### src/rtl/freq_pkg.sv
`default_nettype none
// ============================================================================
// Module      : freq_pkg
// Description : Shared sizing defaults and FSM state type for the binary to
//               BCD converter and the downstream rounding stage.
// Revision    : 1.0 - initial release
// ============================================================================
package freq_pkg;

    // DIGITS must stay in step with the rounding stage that consumes BCD_out.
    localparam int c_BIN_W_DEFAULT  = 20;
    localparam int c_DIGITS_DEFAULT = 6;

    typedef enum logic [1:0] {
        IDLE   = 2'd0,
        SHIFT  = 2'd1,
        FINISH = 2'd2
    } state_t;

endpackage : freq_pkg
`default_nettype wire

### src/rtl/bcd_digit_adj.sv
`default_nettype none
// ============================================================================
// Module      : bcd_digit_adj
// Description : Double-dabble correction for one BCD digit (add 3 if >= 5).
// Revision    : 1.0 - initial release
// ============================================================================
module bcd_digit_adj (
    input  logic [3:0] digit_in,
    output logic [3:0] digit_out
);

    always_comb begin
        digit_out = digit_in;
        if (digit_in >= 4'd5) begin
            digit_out = digit_in + 4'd3;
        end
    end

endmodule : bcd_digit_adj
`default_nettype wire

### src/rtl/bin2bcd_seq.sv
`default_nettype none
// ============================================================================
// Module      : bin2bcd_seq
// Description : Sequential binary to packed-BCD converter, one bit per cycle.
//               Define BIN2BCD_SAT_EN to saturate BCD_out to all nines on
//               overflow; otherwise the result is truncated modulo 10^DIGITS.
// Revision    : 1.0 - initial release
// ============================================================================
module bin2bcd_seq
    import freq_pkg::*;
#(
    parameter int BIN_W  = c_BIN_W_DEFAULT,
    parameter int DIGITS = c_DIGITS_DEFAULT
) (
    input  logic                  clk,
    input  logic                  rst_n,
    input  logic                  start,
    input  logic [BIN_W-1:0]      bin_in,
    output logic                  busy,
    output logic                  done,
    output logic [4*DIGITS-1:0]   BCD_out,
    output logic                  overflow
);

    localparam int BCD_W = 4 * DIGITS;
    localparam int CNT_W = $clog2(BIN_W + 1);
`ifdef BIN2BCD_SAT_EN
    localparam logic [BCD_W-1:0] c_ALL_NINES = {DIGITS{4'h9}};
`endif

    state_t             r_state;
    logic [BIN_W-1:0]   r_bin;
    logic [BCD_W-1:0]   r_bcd;
    logic [CNT_W-1:0]   r_cnt;
    logic               r_ovf;
    logic [BCD_W-1:0]   w_adj;

    generate
        for (genvar d = 0; d < DIGITS; d++) begin : g_digit
            bcd_digit_adj u_adj (
                .digit_in  (r_bcd[4*d +: 4]),
                .digit_out (w_adj[4*d +: 4])
            );
        end
    endgenerate

    always_ff @(posedge clk or negedge rst_n) begin
        if (!rst_n) begin
            r_state  <= IDLE;
            r_bin    <= '0;
            r_bcd    <= '0;
            r_cnt    <= '0;
            r_ovf    <= 1'b0;
            busy     <= 1'b0;
            done     <= 1'b0;
            BCD_out  <= '0;
            overflow <= 1'b0;
        end else begin
            done <= 1'b0;
            case (r_state)
                IDLE: begin
                    // The done cycle is also IDLE; a start there is dropped.
                    if (start && !done) begin
                        r_bin   <= bin_in;
                        r_bcd   <= '0;
                        r_ovf   <= 1'b0;
                        r_cnt   <= CNT_W'(BIN_W);
                        busy    <= 1'b1;
                        r_state <= SHIFT;
                    end
                end
                SHIFT: begin
                    {r_bcd, r_bin} <= {w_adj[BCD_W-2:0], r_bin, 1'b0};
                    if (w_adj[BCD_W-1]) begin
                        r_ovf <= 1'b1;
                    end
                    r_cnt <= r_cnt - CNT_W'(1);
                    if (r_cnt == CNT_W'(1)) begin
                        r_state <= FINISH;
                    end
                end
                FINISH: begin
`ifdef BIN2BCD_SAT_EN
                    BCD_out <= r_ovf ? c_ALL_NINES : r_bcd;
`else
                    BCD_out <= r_bcd;
`endif
                    overflow <= r_ovf;
                    busy     <= 1'b0;
                    done     <= 1'b1;
                    r_state  <= IDLE;
                end
                default: begin
                    r_state <= IDLE;
                    busy    <= 1'b0;
                end
            endcase
        end
    end

endmodule : bin2bcd_seq
`default_nettype wire
### config.mk
export PLATFORM = sky130hd
export DESIGN_NAME = bin2bcd_seq
export DESIGN_NICKNAME = d
export VERILOG_FILES = /design/src/rtl/freq_pkg.sv /design/src/rtl/bcd_digit_adj.sv /design/src/rtl/bin2bcd_seq.sv
export SDC_FILE = /design/constraint.sdc
export NUM_CORES = 1
export LEC_CHECK = 0
export BUFFER_PORTS_ARGS = -buffer_cell sky130_fd_sc_hd__buf_2
export CORE_ASPECT_RATIO = 1.2
export CORE_UTILIZATION = 35
export DETAILED_ROUTE_END_ITERATION = 10
export PLACE_DENSITY = 0.59
export REMOVE_ABC_BUFFERS = 1
export SYNTH_ARGS = -nofsm -noshare
export SYNTH_HDL_FRONTEND = slang
export SYNTH_SLANG_ARGS = --single-unit
export TNS_END_PERCENT = 30
### constraint.sdc
create_clock -name clk -period 2.6 [get_ports clk]
set_input_delay 0.39 -clock clk [delete_from_list [all_inputs] [get_ports clk]]
set_output_delay 0.39 -clock clk [all_outputs]
set_load 0.03 [all_outputs]
Word-level counts from Yosys, hierarchy flattened:

Cells that the tools add are included.

* register bits: 79
* bits of input ports: 23
* output and inout port bits: 27
* word-level logic and storage cells: 58

* add/sub/neg operators: 7
* $lt $le $gt $ge: 6
* equality and inequality tests: 6
* muxes and demuxes: 21
* bitwise gates (word level): 1
* reduce and logical (&&, ||, !) cells: 8

Operators by type and width (count)
* one-hot mux 24 bit (2 select lines): 1
* one-hot mux 20 bit (2 select lines): 1
* adder 4 x 2 -> 4 bit (second input constant): 6
* greater-or-equal comparator 4 x 3 -> 1 bit (second input constant): 6
* 2-to-1 mux 24 bit: 1
* 2-to-1 mux 4 bit: 6
* 2-to-1 mux 20 bit: 1
* one-hot mux 5 bit (2 select lines): 1
* AND reduction 2 bit: 3
* == test 5 x 1 -> 1 bit (second input constant): 1
* 2-to-1 mux 5 bit: 1
* subtractor 5 x 1 -> 5 bit (second input constant): 1
* 2-to-1 mux 1 bit: 4
* 2-to-1 mux 2 bit: 2
* != test 2 bit (second input constant): 2
* one-hot mux 1 bit (2 select lines): 2
* one-hot mux 2 bit (2 select lines): 1
* AND reduction 3 bit: 1
* == test 2 x 1 -> 1 bit (second input constant): 1
* == test 2 bit (second input constant): 1
* logical NOT 2 bit: 1
* != test 2 x 1 -> 1 bit (second input constant): 1
* nonzero test 2 bit: 1
* logical AND 1 bit: 1
* 2 further kinds: 2

Depth between registers and ports, before layout:

Gate-level depths: netlist of the first run.

* depth in word-level cells: 4
* mapped depth: 6
* mapped depth without buffers: 6

Cells and area by module:

A second synthesis of the first run with hierarchy kept.

* cell total of the unflattened synthesis: 331
* area total of the unflattened synthesis: 3748.6 sq um

By module, submodules not included
* bin2bcd_seq: times used 1, cells each 235, area each 3140.5 sq um, seq. area each 1976.9 sq um
* bcd_digit_adj: times used 6, cells each 16, area each 101.3 sq um, seq. area each 0.0 sq um

Worst setup path after synthesis of the first run:

No wires, ideal clock.

* path type: reg-to-reg
* from: register done
* to: register r_bcd[11]
* library setup time: 0.122 ns
* data arrival time: 1.337 ns
* data required time: 2.478 ns
* setup slack: 1.141 ns
* stages on the path, launching flop included: 6
* buffers on the path: 1
* clock period less this slack: 1.459 ns
* cell sequence: dfrtp_1 -> nand2b_1 -> a21oi_4 -> buf_4 -> o31ai_1 -> a32o_1

* longest elaborated chain between the ends: 4

Ends and longest elaborated chain
* from (decl): RTL line bin2bcd_seq.sv:20 `output logic done,`
* from (signal assigned): RTL line bin2bcd_seq.sv:55 `done <= 1'b0;`
* from (signal assigned): RTL line bin2bcd_seq.sv:59 `done <= 1'b0;`
* from (signal assigned): RTL line bin2bcd_seq.sv:90 `done <= 1'b1;`
* logical NOT 1 bit: RTL line bin2bcd_seq.sv:63 `if (start && !done) begin`
* logical AND 1 bit: RTL line bin2bcd_seq.sv:63
* != test 2 bit (no line)
* AND reduction 2 bit (no line)
* to (signal assigned): RTL line bin2bcd_seq.sv:73 `{r_bcd, r_bin} <= {w_adj[BCD_W-2:0], r_bin, 1'b0};`
* to (decl): RTL line bin2bcd_seq.sv:33 `logic [BCD_W-1:0] r_bcd;`

Every way passes these cells.
A chain may end at the register's enable or synchronous reset.

Final worst setup path of the first run:

* from: register done
* to: register r_bcd[3]

Same word-level chain as after synthesis.

==> results of run 1 <==
[worst max-delay path by stage]
stage,start,to,cells after the start
after floorplan,done$_DFF_PN0_,r_bin[10]$_DFFE_PN0P_,4
after global placement,start,r_bcd[11]$_DFFE_PN0P_,5
after detailed placement,start,r_bcd[7]$_DFFE_PN0P_,5
after CTS,done$_DFF_PN0_,r_bcd[3]$_DFFE_PN0P_,4
after global routing,done$_DFF_PN0_,r_bcd[3]$_DFFE_PN0P_,4
final,done$_DFF_PN0_,r_bcd[3]$_DFFE_PN0P_,4
[through the flow]
step                total power [mW]  utilization [%]  instance area (sq um)
global route                   5.412            43.51                   4204
global placement               3.861            40.66                   3929
detailed placement             3.921            40.66                   3929
finish                         5.021            43.51                   4204
floorplan                      3.343                -                   3452
CTS                            5.089            43.51                   4204
[flip-flops by register name (all words and copies together) (netlist names)]
signal	flops
r_ovf	1
r_bin	20
BCD_out	24
busy	1
r_cnt	5
done	1
overflow	1
r_state	2
r_bcd	24
[power by group]
| part | internal (mW) | total, mW | switching (mW) | leakage (nW) |
|---|---|---|---|---|
| Clock | 0.686 | 1.12 | 0.436 | 0.132 |
| Combinational | 0.755 | 1.88 | 1.12 | 0.884 |
| Sequential | 1.69 | 2.02 | 0.331 | 1.03 |
| Total | 3.13 | 5.02 | 1.89 | 2.04 |
[critical path, cell delays in order, from the launching register on]
cell and delay, ns:
dfrtp_1 0.38, nand2b_1 0.20, a21oi_4 0.58, o31ai_1 0.18
a32o_1 0.24
[cell usage in the layout, fill, tap and decap left out, types with 3 or more instances in the layout]
| cell type | synthesis | layout |
|---|---|---|
| inv_1 | 15 | 15 |
| a22oi_1 | 17 | 17 |
| o22ai_1 | 7 | 7 |
| o21ai_0 | 22 | 22 |
| buf_4 | 2 | 5 |
| mux2_2 | 12 | 12 |
| nand3_1 | 7 | 7 |
| o31ai_1 | 6 | 6 |
| xor2_1 | 6 | 6 |
| o311ai_1 | 3 | 3 |
| buf_2 | 12 | 48 |
| a32o_1 | 6 | 6 |
| xnor2_1 | 6 | 6 |
| nor2_1 | 3 | 3 |
| dfrtp_1 | 79 | 79 |
| clkbuf_16 | 0 | 9 |
| ha_1 | 14 | 14 |
| a21oi_1 | 7 | 7 |
| nand2_1 | 61 | 61 |
| o32ai_1 | 5 | 5 |
| nand2b_1 | 7 | 7 |
| o311ai_0 | 3 | 3 |
[cell type report]
cell class | count | area, sq um | area share [%]
sequential | 79 | 1977 | 47.02
multi-input combinational | 212 | 1416 | 33.69
timing repair buffer | 56 | 327.8 | 7.798
clock buffer | 13 | 260.3 | 6.190
tap | 123 | 153.9 | 3.661
inverter | 17 | 63.81 | 1.518
clock inverter | 1 | 5.005 | 0.1190
[metal layers]
metal | wire length, microns | vias up | GRT usage [%]
met3 | 257 | 8 | 3.184
met2 | 3475 | 46 | 24.18
met1 | 3256 | 1257 | 19.53
met5 | 0 | - | 0
li1 | - | 1249 | -
met4 | 99 | 0 | 6.051
[cells by family after synthesis]
kind of cell / share of synthesized area, %
DFF: 55.81
adders and majority gates: 4.945
xor gates and xnor gates: 2.967
muxes: 4.133
buffers and inverters: 4.345
and+or+nand+nor: 10.49
AOI/OAI and AO/OA: 17.31
[timing repair]
item,in CTS,in global routing
hold buffers,1,0
buffers inserted,0,0
hold endpoints to repair,10,0
==> reports/metrics.yaml, run 1 <==
n_fill_cell: 953
worstSkewPairLatency_ns: 0.32
synth_area_leaders: "dfrtp_1 (56%), nand2_1 (6.5%), ha_1 (4.9%)"
p_leak_nw: 2.044
hp-class: "input pin to flip-flop"
synth_area_sq_um: 3542
startpoint_type: "flip-flop"
dpl.hpwl_microns: 4666
avgSynthCellArea_sq_um: 10.93
final_antenna_net_count: 0
tns_ns: 0
async_flop_share_pct: 100.0
tightest_slew_ns: 0.6843
die_area_sq_um: 10530
ys_ff_latch: 79
synth_edf_count: 0
routed_via_density: 5.110
r2r-end: "r_bcd[3]$_DFFE_PN0P_"
grt_max_degree: 70
synth_warnings: 0
reg2reg_depth: 4
crit_required_ns: 2.81
antenna_found_initial: 0
synth-seq-area-share_pct: 55.81
htree_levels: 3
ir_drop_mv: 0.4194
die_y_microns: 112.2
dpl_worst_slack_ns: 0.8705
cts_buffer_depth: 2
dr_total_vias: 2560
drc: 0
cap_violations: 0
grt_pass1_vias: 2517
grt_usage_pct: 15.00
hold_path.startpoint: "bin_in[0]"
n_antenna_cell: 0
grt_overflow_total: 0
rr_startpoint: "done$_DFF_PN0_"
cts_resized: 0
cts.clk_slew.worst_paths_ns: 0.05
hold_viol_final: 0
cts_tree: "done"
synth_ff_type: "dfrtp_1"
end_kind: "flip-flop"
num-nets-final: 412
final_cell_count_no_fill: 501
detail_route.wl_per_cell_microns: 14.15
area_delta_synth_final_pct: 18.69
synthTopCellsByCount: "dfrtp_1 (79), nand2_1 (61), o21ai_0 (22), a22oi_1 (17), inv_1 (15)"
finalClockSkew_ns: 0.003325
clockRootBuffer: "clkbuf_16"
yosysTopAreaCellShare_pct: 55.81
placedCellCount: 486
grt_pass1_wl_microns: 12350
io_buffer_count: 49
power_density_nw_per_um2: 1194
initial_core_util_pct: 36.66
routed_wl_microns: 7088
yosysUniqueCellTypes: 42
clkSinkCount: 79
arrival_ns: 1.92
coreArea_sq_um: 9662
fin_crit_sh_pct: 65.74
synth_cells: 324
synth_most_common_cell: "dfrtp_1"
whs_ns: 0.2853
min_to: "r_bin[0]$_DFFE_PN0P_"
hold_depth: 2
path_class: "flip-flop to flip-flop"
core.rowCount: 39
io_pins: 50
drt_pass1_iterations: 4
path_max_fanout: 24
fin_crit_ns: 1.709
synth_top_cell_by_area: "dfrtp_1"
reg2reg_slack_ns: 0.89
slew_headroom_pct: 54.22
cts_made_buffers: 9
die_w_microns: 93.84
status: "finished, final reports clean"
setup_slack_ns: 0.8908
rsz0062_at_grt: "false"
maxSlewViolCount: 0
gp_congestion: 0.7861
drtIter0Drc: 138
setup_violations: 0
max_freq_mhz: 585.1
drive_above_1_share_pct: 22.75
Power figures use the tool's default switching activity.
==> run 2, diff against run 1 <==
- ABC_AREA: unset -> 1
- PLACE_DENSITY: 0.59 -> 0.61
- clock period: 2.6 -> 1.4 ns (I/O delays scaled with it)
==> reports/metrics.yaml, run 2 <==
status: "finished, final reports clean"
drtIter0Drc: 133  # -3.6%
reg2reg_depth: 8  # +4
worstSkewPairLatency_ns: 0.34  # +0.02 ns
synth_top_cell_by_area: "dfrtp_1"
hold_depth: 3  # +1
p_total_mw: 10.59  # +110%
tns_ns: 0  # unchanged
cts_tree: "done"
ir_drop_mv: 0.7689  # +83%
grt_overflow_total: 0  # unchanged
reg_top3: "BCD_out x24, r_bcd x24, r_bin x20"
drt_pass1_iterations: 4  # unchanged
grt_usage_pct: 15.13  # +0.14 points
arrival_ns: 1.54  # -0.38 ns
finalClockSkew_ns: 0.005041  # +0.001716 ns
tightest_slew_ns: 0.4224  # -0.2620 ns
setup_violations: 0  # unchanged
cts.clk_slew.worst_paths_ns: 0.06  # about the same
synth_cells: 444  # +37%
cap_violations: 0  # unchanged
grt_max_degree: 80  # +14%
htree_levels: 3  # unchanged
detail_route.wl_per_cell_microns: 11.71  # -17%
dr_total_vias: 3036  # +19%
io_pins: 50  # unchanged
drc: 0  # unchanged
fin_crit_ns: 1.280  # -0.4293 ns
hold_viol_final: 0  # unchanged
die_y_microns: 114.2  # +1.8%
synth_ff_type: "dfrtp_1"
whs_ns: 0.07909  # -0.2062 ns
slew_headroom_pct: 71.84  # +18 points
num-nets-final: 543  # +32%
grt_pass1_vias: 2973  # +18%
async_flop_share_pct: 100.0  # unchanged
hp-class: "input pin to flip-flop"
dpl_worst_slack_ns: -0.02982  # -0.9003 ns
grt_pass1_wl_microns: 12730  # +3.1%
post-route-util_pct: 44.70  # +1.2 points
power_density_nw_per_um2: 2342  # +96%
max_freq_mhz: 781.3  # +34%
startpoint_type: "flip-flop"
die_area_sq_um: 10900  # +3.6%
final_common_cell: "nand2_1"
synth_area_leaders: "dfrtp_1 (54%), nand2_1 (16%), o21ai_0 (7.8%)"
dpl.hpwl_microns: 4853  # +4.0%
crit_required_ns: 1.66  # -1.15 ns
yosysTopAreaCellShare_pct: 53.85  # -2.0 points
clockRootBuffer: "clkbuf_16"
core.rowCount: 40  # +2.6%
mostFrequentLayoutCells: "nand2_1 (157), dfrtp_1 (75), o21ai_0 (49)"
path_max_fanout: 6  # -75%
path_class: "flip-flop to flip-flop"
clkSinkCount: 79  # unchanged
fin_crit_sh_pct: 91.43  # +26 points
ys_ff_latch: 79  # unchanged
coreArea_sq_um: 10110  # +4.6%
maxSlewViolCount: 0  # unchanged
yosysUniqueCellTypes: 20  # -52%
end_kind: "flip-flop"
cts_buffer_depth: 2  # unchanged
setup_slack_ns: 0.1200  # -0.7707 ns
synth_edf_count: 0  # unchanged
synth_warnings: 0  # unchanged
avgSynthCellArea_sq_um: 8.268  # -24%
routed_via_density: 4.766  # -6.7%
drive_above_1_share_pct: 19.96  # -2.8 points
cts_made_buffers: 9  # unchanged
antenna_found_initial: 0  # unchanged
n_antenna_cell: 0  # unchanged
area_delta_synth_final_pct: 23.11
gp_congestion: 0.7495  # -4.7%
synthTopCellsByCount: "nand2_1 (157), dfrtp_1 (79), o21ai_0 (57), inv_1 (42), nand3_1 (33)"
die_w_microns: 95.49  # +1.8%
io_buffer_count: 49  # unchanged
synth-seq-area-share_pct: 53.85  # -2.0 points
synth_most_common_cell: "nand2_1"
final_antenna_net_count: 0  # unchanged
routed_wl_microns: 7462  # +5.3%
synth_area_sq_um: 3671  # +3.6%
initial_core_util_pct: 36.31  # -0.35 points
p_leak_nw: 2.350  # +15%
[run 2: where the power goes]
group          leakage [nW]  switching (mW)  total [mW]  internal (mW)
logic                  1.23            2.75        4.38           1.63
registers             0.971           0.649        3.90           3.25
clock network         0.146           0.890        2.31           1.42
[run 2: cells by family (layout without fill, tap and decap cells)]
group	after synthesis	count (layout)	synth area share, %
buffers and inverters	61	128	6.748
AO/OA/AOI/OAI	71	71	10.36
flip-flops	79	79	53.85
AND/OR/NAND/NOR	219	219	24.27
adder cells (fa/ha/maj)	14	14	4.772
[run 2: worst paths after layout]
kind | from | to | slack (ns)
worst max-delay path | r_bcd[0]$_DFFE_PN0P_ | r_bcd[1]$_DFFE_PN0P_ | 0.12
worst min register to register | r_state[0]$_DFFE_PN0P_ | done$_DFF_PN0_ | 0.47
min in group asynchronous | rst_n | r_bcd[23]$_DFFE_PN0P_ | 0.44
worst max register to register | r_bcd[0]$_DFFE_PN0P_ | r_bcd[1]$_DFFE_PN0P_ | 0.12
worst min-delay path | bin_in[0] | r_bin[0]$_DFFE_PN0P_ | 0.08
max in group asynchronous | rst_n | r_bcd[4]$_DFFE_PN0P_ | 0.61
[run 2: metal layers]
| layer | up-vias | wire, microns | GRT usage [%] | part of all wire (%) |
|---|---|---|---|---|
| met5 | - | 0 | 0 | 0 |
| met4 | 0 | 199 | 9.353 | 2.7 |
| met3 | 13 | 197 | 2.722 | 2.6 |
| met2 | 49 | 3649 | 25.67 | 49 |
| met1 | 1429 | 3415 | 17.45 | 46 |
| li1 | 1545 | - | - | - |
[run 2: worst max-delay path, stage by stage (launching register included)]
cell and delay, ns:
dfrtp_1 0.43, inv_2 0.10, ha_1 0.16, inv_1 0.05, nand2_1 0.09, nand3_2 0.11
nand2_1 0.08, nand2_1 0.04, o21ai_0 0.14
[run 2: timing repair]
| action | CTS | global route |
|---|---|---|
| endpoints found under the hold margin | 79 | 0 |
| hold buffers | 1 | 0 |
| resized for setup | 2 | 26 |
| setup endpoints to repair | 1 | 36 |
| buffers inserted | 0 | 7 |
[run 2: stage by stage]
stage | instances | instance area (sq um)
2_1_floorplan | 428 | 3592
3_3_place_gp | 613 | 4123
3_5_place_dp | 613 | 4123
4_1_cts | 630 | 4431
5_1_grt | 637 | 4519
6_report | 637 | 4519
[run 2: final cells by class]
cell class | instances | area (sq um)
Timing Repair Buffer | 67 | 439.2
Tap cell | 126 | 157.7
Fill cell | 1014 | 5590
Clock inverter | 4 | 45.04
Multi-Input combinational cell | 304 | 1478
Sequential cell | 79 | 1982
Clock buffer | 12 | 246.5
Inverter | 45 | 171.4
